**src/rtl/uart_csr_ctrl.sv**
```systemverilog
// UART CSR controller: CPU register bus, sticky error flags, Rx FIFO fill and Tx FIFO drain sequencer.
// Optional feature macro UART_CSR_IRQ_EN adds the IRQ_EN CSR at address 4 and the irq_o output.
module uart_csr_ctrl #(
  parameter int MAX_UART_DATA_W = 8,
  parameter int STOP_CONF_W     = 2,
  parameter int DATA_CONF_W     = 2,
  parameter int BAUD_RATE_SEL_W = 2,
  parameter int TOTAL_CONF_W    = STOP_CONF_W + DATA_CONF_W + 1,
  parameter int ADDR_W          = 3,
  parameter int DATA_W          = 32
) (
  input  logic                       clk_i,
  input  logic                       rst_i,
  input  logic [ADDR_W-1:0]          cpu_addr_i,
  input  logic                       cpu_wr_en_i,
  input  logic                       cpu_rd_en_i,
  input  logic [DATA_W-1:0]          cpu_wdata_i,
  output logic [DATA_W-1:0]          cpu_rdata_o,
  output logic                       cpu_rvalid_o,
  output logic                       cpu_err_o,
  output logic                       tx_fifo_push_o,
  output logic [MAX_UART_DATA_W-1:0] tx_fifo_wdata_o,
  output logic                       tx_fifo_pop_o,
  input  logic [MAX_UART_DATA_W-1:0] tx_fifo_rdata_i,
  input  logic                       tx_fifo_full_i,
  input  logic                       tx_fifo_nearly_full_i,
  input  logic                       tx_fifo_empty_i,
  input  logic                       tx_fifo_nearly_empty_i,
  output logic                       rx_fifo_push_o,
  output logic [MAX_UART_DATA_W-1:0] rx_fifo_wdata_o,
  output logic                       rx_fifo_pop_o,
  input  logic [MAX_UART_DATA_W-1:0] rx_fifo_rdata_i,
  input  logic                       rx_fifo_full_i,
  input  logic                       rx_fifo_nearly_full_i,
  input  logic                       rx_fifo_empty_i,
  input  logic                       rx_fifo_nearly_empty_i,
  input  logic                       tx_done_i,
  input  logic                       tx_busy_i,
  input  logic                       rx_done_i,
  input  logic                       rx_busy_i,
  input  logic                       rx_parity_err_i,
  input  logic                       rx_stop_err_i,
  input  logic [MAX_UART_DATA_W-1:0] rx_data_i,
  output logic [BAUD_RATE_SEL_W-1:0] baud_sel_o,
  output logic                       tx_en_o,
  output logic                       rx_en_o,
  output logic [TOTAL_CONF_W-1:0]    tx_conf_o,
  output logic [TOTAL_CONF_W-1:0]    rx_conf_o,
  output logic                       tx_start_o,
  output logic [MAX_UART_DATA_W-1:0] tx_data_o
`ifdef UART_CSR_IRQ_EN
  ,
  output logic                       irq_o
`endif
);

  localparam logic [ADDR_W-1:0] A_STAT = ADDR_W'(0);
  localparam logic [ADDR_W-1:0] A_CTRL = ADDR_W'(1);
  localparam logic [ADDR_W-1:0] A_TXD  = ADDR_W'(2);
  localparam logic [ADDR_W-1:0] A_RXD  = ADDR_W'(3);

  localparam logic [DATA_W-1:0] CONF_ONES = DATA_W'((64'd1 << TOTAL_CONF_W) - 64'd1);
  localparam logic [DATA_W-1:0] BAUD_ONES = DATA_W'((64'd1 << BAUD_RATE_SEL_W) - 64'd1);
  localparam logic [DATA_W-1:0] CTRL_MASK = DATA_W'(1) | (CONF_ONES << 2) | (DATA_W'(1) << 16)
                                          | (CONF_ONES << 18) | (BAUD_ONES << 30);
  // TX_OVF, PAR_ERR, STOP_ERR, RX_OVF, RX_UFL
  localparam logic [DATA_W-1:0] STICKY_MASK = 32'h003C_0010;

  typedef enum logic [1:0] {S_IDLE, S_POP, S_START, S_WAIT} tx_state_e;

  tx_state_e                  state_q, state_d;
  logic [DATA_W-1:0]          ctrl_q, ctrl_d, sticky_q, sticky_d, sticky_set, rdata_q, rdata_d, stat;
  logic                       rvalid_q, err_q, rx_pop_q, tx_push_q, rx_push_q;
  logic [MAX_UART_DATA_W-1:0] tx_wdata_q, rx_wdata_q, tx_data_q;
  logic                       wr, rd, is_stat, is_ctrl, is_txd, is_rxd, mapped;

`ifdef UART_CSR_IRQ_EN
  localparam logic [ADDR_W-1:0] A_IRQ = ADDR_W'(4);
  logic [DATA_W-1:0] irq_en_q;
  logic              irq_q, is_irq;
  assign is_irq = (cpu_addr_i == A_IRQ);
`endif

  assign wr      = cpu_wr_en_i;
  assign rd      = cpu_rd_en_i & ~cpu_wr_en_i;
  assign is_stat = (cpu_addr_i == A_STAT);
  assign is_ctrl = (cpu_addr_i == A_CTRL);
  assign is_txd  = (cpu_addr_i == A_TXD);
  assign is_rxd  = (cpu_addr_i == A_RXD);
`ifdef UART_CSR_IRQ_EN
  assign mapped  = is_stat | is_ctrl | is_txd | is_rxd | is_irq;
`else
  assign mapped  = is_stat | is_ctrl | is_txd | is_rxd;
`endif

  // STAT view: live core/FIFO status merged over the sticky flags
  always_comb begin
    stat     = sticky_q;
    stat[0]  = tx_done_i;
    stat[1]  = tx_busy_i;
    stat[8]  = tx_fifo_empty_i;
    stat[9]  = tx_fifo_nearly_empty_i;
    stat[10] = tx_fifo_full_i;
    stat[11] = tx_fifo_nearly_full_i;
    stat[16] = rx_done_i;
    stat[17] = rx_busy_i;
    stat[24] = rx_fifo_empty_i;
    stat[25] = rx_fifo_nearly_empty_i;
    stat[26] = rx_fifo_full_i;
    stat[27] = rx_fifo_nearly_full_i;
  end

  always_comb begin
    sticky_set     = '0;
    sticky_set[4]  = wr & is_txd & tx_fifo_full_i;
    sticky_set[18] = rx_done_i & rx_parity_err_i;
    sticky_set[19] = rx_done_i & rx_stop_err_i;
    sticky_set[20] = rx_done_i & ctrl_q[16] & rx_fifo_full_i;
    sticky_set[21] = rd & is_rxd & rx_fifo_empty_i;
    // clear first, then set, so a new event in the W1C cycle survives
    sticky_d = (sticky_q & ~((wr & is_stat) ? (cpu_wdata_i & STICKY_MASK) : '0)) | sticky_set;
    ctrl_d   = (wr & is_ctrl) ? (cpu_wdata_i & CTRL_MASK) : ctrl_q;
    rdata_d  = '0;
    if (rd) begin
      if (is_stat)                          rdata_d = stat;
      else if (is_ctrl)                     rdata_d = ctrl_q;
      else if (is_rxd && !rx_fifo_empty_i)  rdata_d = DATA_W'(rx_fifo_rdata_i);
`ifdef UART_CSR_IRQ_EN
      else if (is_irq)                      rdata_d = irq_en_q;
`endif
    end
  end

  always_ff @(posedge clk_i or posedge rst_i) begin
    if (rst_i) begin
      ctrl_q     <= '0;
      sticky_q   <= '0;
      rdata_q    <= '0;
      rvalid_q   <= 1'b0;
      err_q      <= 1'b0;
      rx_pop_q   <= 1'b0;
      tx_push_q  <= 1'b0;
      rx_push_q  <= 1'b0;
      tx_wdata_q <= '0;
      rx_wdata_q <= '0;
      tx_data_q  <= '0;
    end else begin
      ctrl_q    <= ctrl_d;
      sticky_q  <= sticky_d;
      rdata_q   <= rdata_d;
      rvalid_q  <= rd;
      err_q     <= (wr | rd) & ~mapped;
      rx_pop_q  <= rd & is_rxd & ~rx_fifo_empty_i;
      tx_push_q <= wr & is_txd & ~tx_fifo_full_i;
      rx_push_q <= rx_done_i & ctrl_q[16] & ~rx_fifo_full_i;
      if (wr & is_txd)      tx_wdata_q <= cpu_wdata_i[MAX_UART_DATA_W-1:0];
      if (rx_done_i)        rx_wdata_q <= rx_data_i;
      if (state_q == S_POP) tx_data_q  <= tx_fifo_rdata_i;
    end
  end

  always_ff @(posedge clk_i or posedge rst_i) begin
    if (rst_i) state_q <= S_IDLE;
    else       state_q <= state_d;
  end

  // tx_en is only sampled in IDLE, so disabling lets the current char finish
  always_comb begin
    state_d       = state_q;
    tx_fifo_pop_o = 1'b0;
    tx_start_o    = 1'b0;
    case (state_q)
      S_IDLE:  if (ctrl_q[0] && !tx_fifo_empty_i && !tx_busy_i) state_d = S_POP;
      S_POP:   begin tx_fifo_pop_o = 1'b1; state_d = S_START; end
      S_START: begin tx_start_o = 1'b1; state_d = S_WAIT; end
      S_WAIT:  if (tx_done_i) state_d = S_IDLE;
      default: state_d = S_IDLE;
    endcase
  end

`ifdef UART_CSR_IRQ_EN
  always_ff @(posedge clk_i or posedge rst_i) begin
    if (rst_i) begin
      irq_en_q <= '0;
      irq_q    <= 1'b0;
    end else begin
      if (wr & is_irq) irq_en_q <= cpu_wdata_i;
      irq_q <= |(stat & irq_en_q);
    end
  end
  assign irq_o = irq_q;
`endif

  assign cpu_rdata_o     = rdata_q;
  assign cpu_rvalid_o    = rvalid_q;
  assign cpu_err_o       = err_q;
  assign tx_fifo_push_o  = tx_push_q;
  assign tx_fifo_wdata_o = tx_wdata_q;
  assign rx_fifo_push_o  = rx_push_q;
  assign rx_fifo_wdata_o = rx_wdata_q;
  assign rx_fifo_pop_o   = rx_pop_q;
  assign tx_data_o       = tx_data_q;
  assign tx_en_o         = ctrl_q[0];
  assign tx_conf_o       = ctrl_q[TOTAL_CONF_W+1:2];
  assign rx_en_o         = ctrl_q[16];
  assign rx_conf_o       = ctrl_q[TOTAL_CONF_W+17:18];
  assign baud_sel_o      = ctrl_q[30 +: BAUD_RATE_SEL_W];

endmodule

```
**config.mk**
```make
export PLATFORM = sky130hd
export DESIGN_NAME = uart_csr_ctrl
export DESIGN_NICKNAME = d
export VERILOG_FILES = /design/src/rtl/uart_csr_ctrl.sv
export SDC_FILE = /design/constraint.sdc
export NUM_CORES = 1
export LEC_CHECK = 0
export ABC_AREA = 0
export CAP_MARGIN = 10
export CELL_PAD_IN_SITES_DETAIL_PLACEMENT = 1
export CELL_PAD_IN_SITES_GLOBAL_PLACEMENT = 2
export CORE_MARGIN = 10
export CORE_UTILIZATION = 26
export CTS_CLUSTER_SIZE = 28
export DETAILED_ROUTE_END_ITERATION = 6
export PLACE_DENSITY = 0.89
export SLEW_MARGIN = 5
export SYNTH_ARGS = -nofsm -noshare
export SYNTH_HDL_FRONTEND = slang
export SYNTH_SLANG_ARGS = --single-unit
```
**constraint.sdc**
```tcl
create_clock -name clk_i -period 7.6 [get_ports clk_i]
set_input_delay 2.28 -clock clk_i [delete_from_list [all_inputs] [get_ports clk_i]]
set_output_delay 2.28 -clock clk_i [all_outputs]
set_load 0.005 [all_outputs]
```
Word-level counts from Yosys, hierarchy flattened

Cells that the tools add are included.

Register bits after elaboration: 109
Input port bits: 77
Output and inout port bits: 77
Word-level logic and storage cells: 66

Equality and inequality tests: 8
Multiplexer cells: 10
Bitwise logic cells: 27
Reduce and logical (&&, ||, !) cells: 9

Operator list:

| cell               | number |
|---|---|
| $mux 32            | 3 |
| $and 32x32->32     | 1 |
| $not 22->32        | 1 |
| $or 32x22->32      | 1 |
| $mux 22            | 1 |
| $and 1x1->1        | 15 |
| $mux 8             | 1 |
| $pmux 2 s4         | 1 |
| $eq 3x2->1 const B | 2 |
| $not 1->1          | 5 |
| $eq 2x2->1 const B | 2 |
| $mux 2             | 2 |
| $ne 2x2->1 const B | 2 |
| $or 1x1->1         | 4 |
| $eq 3x1->1 const B | 1 |
| $logic_and 1x1->1  | 3 |
| $logic_not 1->1    | 3 |
| $logic_not 3->1    | 1 |
| $eq 2x1->1 const B | 1 |
| $logic_not 2->1    | 1 |
| $mux 1             | 2 |
| $reduce_and 2->1   | 1 |

Longest topological paths before layout

Depth after elaboration: 6
Depth in mapped cells: 4
Depth with buffers taken out: 4

Worst setup path after synthesis

Ideal clock, no wire load.

Path type: input to register
Start point: input cpu_addr_i[0]
End point: register tx_wdata_q[0] (netlist: tx_fifo_wdata_o[0])
Setup time: 0.125 ns
Data arrival time: 3.319 ns
Required time: 7.475 ns
Slack: 4.156 ns
Cell stages on the path: 3
Path buffers: 1
Cells stage by stage: buf_2 > nor4b_4 > mux2_2

Cells in the longest elaborated chain, start to end: 2

Ends and longest elaborated chain:

| element              | RTL line | source |
|---|---|---|
| start, declared      | 14       | `input logic [ADDR_W-1:0] cpu_addr_i,` |
| $eq 3x2->1           | 88       | `assign is_txd = (cpu_addr_i == A_TXD);` |
| $and 1x1->1          | 156      | `if (wr & is_txd) tx_wdata_q <= cpu_wdata_i[MAX_UART_DATA_W-1:0];` |
| end signal, assigned | 156      |  |
| end, declared        | 74       | `logic [MAX_UART_DATA_W-1:0] tx_wdata_q, rx_wdata_q, tx_data_q;` |

No other way between the ends.
A chain may end at the register's enable or synchronous reset.

Final worst setup path

Start point: input cpu_addr_i[0]
End point: register sticky_q[20]

Cells in the longest elaborated chain, start to end: 6

Ends and longest elaborated chain:

| element                | RTL line | source |
|---|---|---|
| $logic_not 3->1        | 86       | `assign is_stat = (cpu_addr_i == A_STAT);` |
| $and 1x1->1            | 121      | `sticky_d = (sticky_q & ~((wr & is_stat) ? (cpu_wdata_i & STICKY_MASK) : '0)) \| sticky_set;` |
| $mux 22                | 121      |  |
| $not 22->32            | 121      |  |
| $and 32x32->32         | 121      |  |
| $or 32x22->32          | 121      |  |
| named net sticky_d[20] | 72       | `logic [DATA_W-1:0] ctrl_q, ctrl_d, sticky_q, sticky_d, sticky_set, rdata_q, rdata_d, stat;` |
| end signal, assigned   | 149      | `sticky_q <= sticky_d;` |
| end, declared          | 72       |  |

The timed path passes the listed nets, and every way through them passes these cells.

==> results.json <==
{
  "whs_endpoint": "rx_fifo_wdata_o[1]",
  "vdd.ir_drop.worst_mv": 0.0845,
  "timing.final.crit_period_ps": 4350,
  "cts.repair_timing.setup_buffer_count": 0,
  "timing.setup.critical_path_class": "in -> reg",
  "total_power_w": 0.00126,
  "final.setup.tns_ps": 0,
  "vias_per_cell": 4.44,
  "data_arrival_time_of_the_critical_path_ps": 4560,
  "setup_violations": 0,
  "post_route_cells_drive_above_1_share_pct": 18.0,
  "post_cts.resized_instances": 0,
  "timing_max_transition_violations_final": 0,
  "worstMarginPinSlew_ps": 973,
  "antenna_left": 0,
  "critical-path-max-stage-delay_ps": 1010,
  "minimum_setup_slack_among_reg_to_reg_paths_ps": 6010,
  "post_drt_wl_per_cell_um": 19.5,
  "timing.fmax_ghz": 0.230,
  "grt_first_pass_wirelength_um": 14900,
  "coreArea_sq_mm": 0.0110,
  "number_of_antenna_violations_at_the_first_check_in_global_routing": 0,
  "synth.top_cells.by_area": "sky130_fd_sc_hd__dfrtp_1 (63%), sky130_fd_sc_hd__mux2_2 (15%), sky130_fd_sc_hd__and3_1 (2.7%), sky130_fd_sc_hd__ha_1 (2.1%), sky130_fd_sc_hd__mux2i_1 (2.0%)",
  "synthDominantCellAreaShare_pct": 63.4,
  "synth_ff_type": "sky130_fd_sc_hd__dfrtp_1",
  "drt_pre_antenna_iters": 4,
  "routabilityCongestion": 0.721,
  "hp-class": "reg -> reg",
  "most-common-layout-cells": "sky130_fd_sc_hd__clkdlybuf4s50_1 (130), sky130_fd_sc_hd__dfrtp_1 (75), sky130_fd_sc_hd__mux2_2 (39)",
  "io_pins": 154,
  "crit_buf_inv": 1,
  "unrepaired_setup_endpoints_after_global_routing": "no",
  "power-per-cell-area_mw_per_mm2": 269,
  "gr-usage-all-layers_pct": 11.8,
  "grt.overflow.total": 0,
  "number_of_cells_on_the_worst_hold_path": 1,
  "r2r-start": "ctrl_q[0]",
  "start_util_pct": 26.9,
  "grt.met2_usage_pct": 21.4,
  "first_global_vias": 2574,
  "hold_path_startpoint": "rx_fifo_wdata_o[1]",
  "worst_setup_hold_path_clk_slew_ps": 60,
  "clock_skew_ps": 6.28,
  "cts.htree.levels": 3,
  "mostFrequentLayoutCell": "sky130_fd_sc_hd__clkdlybuf4s50_1",
  "clock-root-buffer": "sky130_fd_sc_hd__clkbuf_16",
  "numCtsBuffers": 9,
  "timing.hold.ws_ps": 505,
  "synth_top_area_cell": "sky130_fd_sc_hd__dfrtp_1",
  "yosysWarnings": 0,
  "dpl.hpwl_um": 7210,
  "cts.sink_count": 75,
  "cts-root-to-sink-buffers": 2,
  "clk_lat_worst_skew_ps": 330,
  "grt_start_max_net_pins": 76,
  "number_of_enable_flip_flop_cells_after_synthesis": 0,
  "fp.dieArea_sq_mm": 0.0160,
  "critical_path_peak_fanout": 20,
  "critical_path.endpoint_type": "register",
  "post_synth.cell_area_avg_sq_um": 14.0,
  "placement.io_buffers": 130,
  "min_period_over_period_pct": 57.3,
  "netlist_area_sq_mm": 0.00296,
  "ys_seq_elements": 75,
  "path_delay_family": "simple AND/OR/NAND/NOR gates",
  "worstReg2RegEnd": "state_q[1]",
  "dr.first_iter.drc_count": 113,
  "synthCells": 212,
  "filler_cell_count": 1171,
  "critical_path.cell_chain": "clkdlybuf4s50_1 -> nor4b_1 -> nand2_1 -> a32o_1",
  "route.detailed.drc": 0,
  "asyncSetResetFlopFracSynth_pct": 100,
  "worst-r2r-cell-count": 3,
  "final_nets": 427,
  "maxSlewHeadroom_pct": 35.1,
  "cap_violations": 0,
  "timing_hold_violations_final": 0,
  "global_route.usage.met1_pct": 12.9,
  "ys_seq_area_share_pct": 63.4,
  "worstSetupStartpointType": "primary input",
  "use_met3_pct": 2.87,
  "required_ps": 7810,
  "diodes": 0,
  "hold_bufs_inserted_after_cts": 0,
  "detail_route.wirelength_um": 9570,
  "outcome": "complete, no violations",
  "total_leakage_power_nw": 2.05,
  "synth_cell_types": 29,
  "cts_tree": "built",
  "detailroute.via_count": 2175,
  "ff_latch_area_sq_mm": 0.00188,
  "footprint_of_the_multi_input_gates_sq_mm": 0.00101,
  "cpMaxStageDelayCell": "sky130_fd_sc_hd__nor4b_1",
  "dieHeight_um": 127,
  "fp_rows": 38,
  "area.growth.synth_to_final_pct": 58.9,
  "width_of_the_die_um": 127,
  "grt_busiest_layer": "met2"
}
how the worst max path moves through the flow:
stage / from / to / slack, ps / cells past startpoint
4_1_cts: cpu_addr_i[0] / tx_fifo_wdata_o[7] / 3230 / 3
5_1_grt: cpu_addr_i[0] / sticky_q[20] / 3030 / 4
2_1_floorplan: rst_i / cpu_err_o / 3410 / 1
3_3_place_gp: cpu_addr_i[0] / sticky_q[4] / 2820 / 4
6_report: cpu_addr_i[0] / sticky_q[20] / 3250 / 4
3_5_place_dp: cpu_addr_i[0] / sticky_q[20] / 2890 / 4
Yosys cell counts, types with 2 or more instances:
| cell type | count |
|---|---|
| sky130_fd_sc_hd__dfrtp_1 | 75 |
| sky130_fd_sc_hd__clkbuf_1 | 4 |
| sky130_fd_sc_hd__a21oi_1 | 3 |
| sky130_fd_sc_hd__mux2i_1 | 6 |
| sky130_fd_sc_hd__nor2_1 | 14 |
| sky130_fd_sc_hd__ha_1 | 5 |
| sky130_fd_sc_hd__buf_2 | 2 |
| sky130_fd_sc_hd__mux2_2 | 39 |
| sky130_fd_sc_hd__and3_1 | 13 |
| sky130_fd_sc_hd__a22o_1 | 3 |
| sky130_fd_sc_hd__buf_4 | 7 |
| sky130_fd_sc_hd__nand2_1 | 10 |
| sky130_fd_sc_hd__a22oi_1 | 4 |
| sky130_fd_sc_hd__or3b_2 | 2 |
| sky130_fd_sc_hd__inv_1 | 3 |
| sky130_fd_sc_hd__nor2b_1 | 4 |
| sky130_fd_sc_hd__buf_1 | 2 |
| sky130_fd_sc_hd__and2_1 | 2 |
| sky130_fd_sc_hd__a21boi_0 | 2 |
| sky130_fd_sc_hd__a211oi_1 | 2 |
| sky130_fd_sc_hd__a32o_1 | 2 |
worst reg2reg max path: stages, from the launching register on:
cell and delay [ps]:
sky130_fd_sc_hd__dfrtp_1 390, sky130_fd_sc_hd__or3b_2 450, sky130_fd_sc_hd__a21oi_1 260, sky130_fd_sc_hd__mux2_2 370
state kept, by name, summed over array words and instances, names as in the netlist:
name             cells
state_q              2
cpu_rdata_o         25
tx_fifo_wdata_o      8
ctrl_q              14
cpu_rvalid_o         1
rx_fifo_wdata_o      8
tx_fifo_push_o       1
rx_fifo_push_o       1
tx_data_o            8
sticky_q             5
rx_fifo_pop_o        1
cpu_err_o            1
through the flow:
stage | instance area (sq um) | worst slack [ps] | utilization [%] | std cells
final | 4700 | 3250 | 42.8 | 490
after global routing | 4700 | 3030 | 42.8 | 490
after CTS | 4700 | 3230 | 42.8 | 490
after detailed placement | 4380 | 2890 | 39.9 | 474
after global placement | 4380 | 2820 | 39.9 | 474
after floorplan | 2980 | 3410 | - | 218
power breakdown:
part	leakage, nW	total [W]	internal [W]	switching [W]
registers	0.941	0.000508	0.000466	0.0000424
clock network	0.155	0.000439	0.000280	0.000160
logic	0.950	0.000317	0.000205	0.000111
kinds of logic (layout without fill, tap and decap cells):
| kind of cell | Yosys count | after routing | share of synthesized area, % |
|---|---|---|---|
| AOI/OAI and AO/OA | 18 | 18 | 4.65 |
| adders and majority gates | 5 | 5 | 2.11 |
| buffers and inverters | 19 | 151 | 3.38 |
| DFF | 75 | 75 | 63.4 |
| muxes | 45 | 45 | 16.9 |
| other | 1 | 7 | 0.127 |
| and+or+nand+nor | 49 | 49 | 9.43 |
area by class of cell:
type | count | area share, %
Clock buffer | 12 | 5.67
Clock inverter | 4 | 1.01
Inverter | 4 | 0.346
Multi-Input combinational cell | 124 | 21.5
Sequential cell | 75 | 39.9
Tap cell | 140 | 3.73
Timing Repair Buffer | 131 | 27.8
routing by layer:
| layer | vias up | share of wire (%) |
|---|---|---|
| met5 | - | 0 |
| met2 | 71 | 53 |
| met1 | 1102 | 40 |
| met3 | 9 | 5.5 |
| met4 | 0 | 1.3 |
| li1 | 993 | - |
(Power assumes the default switching activity.)
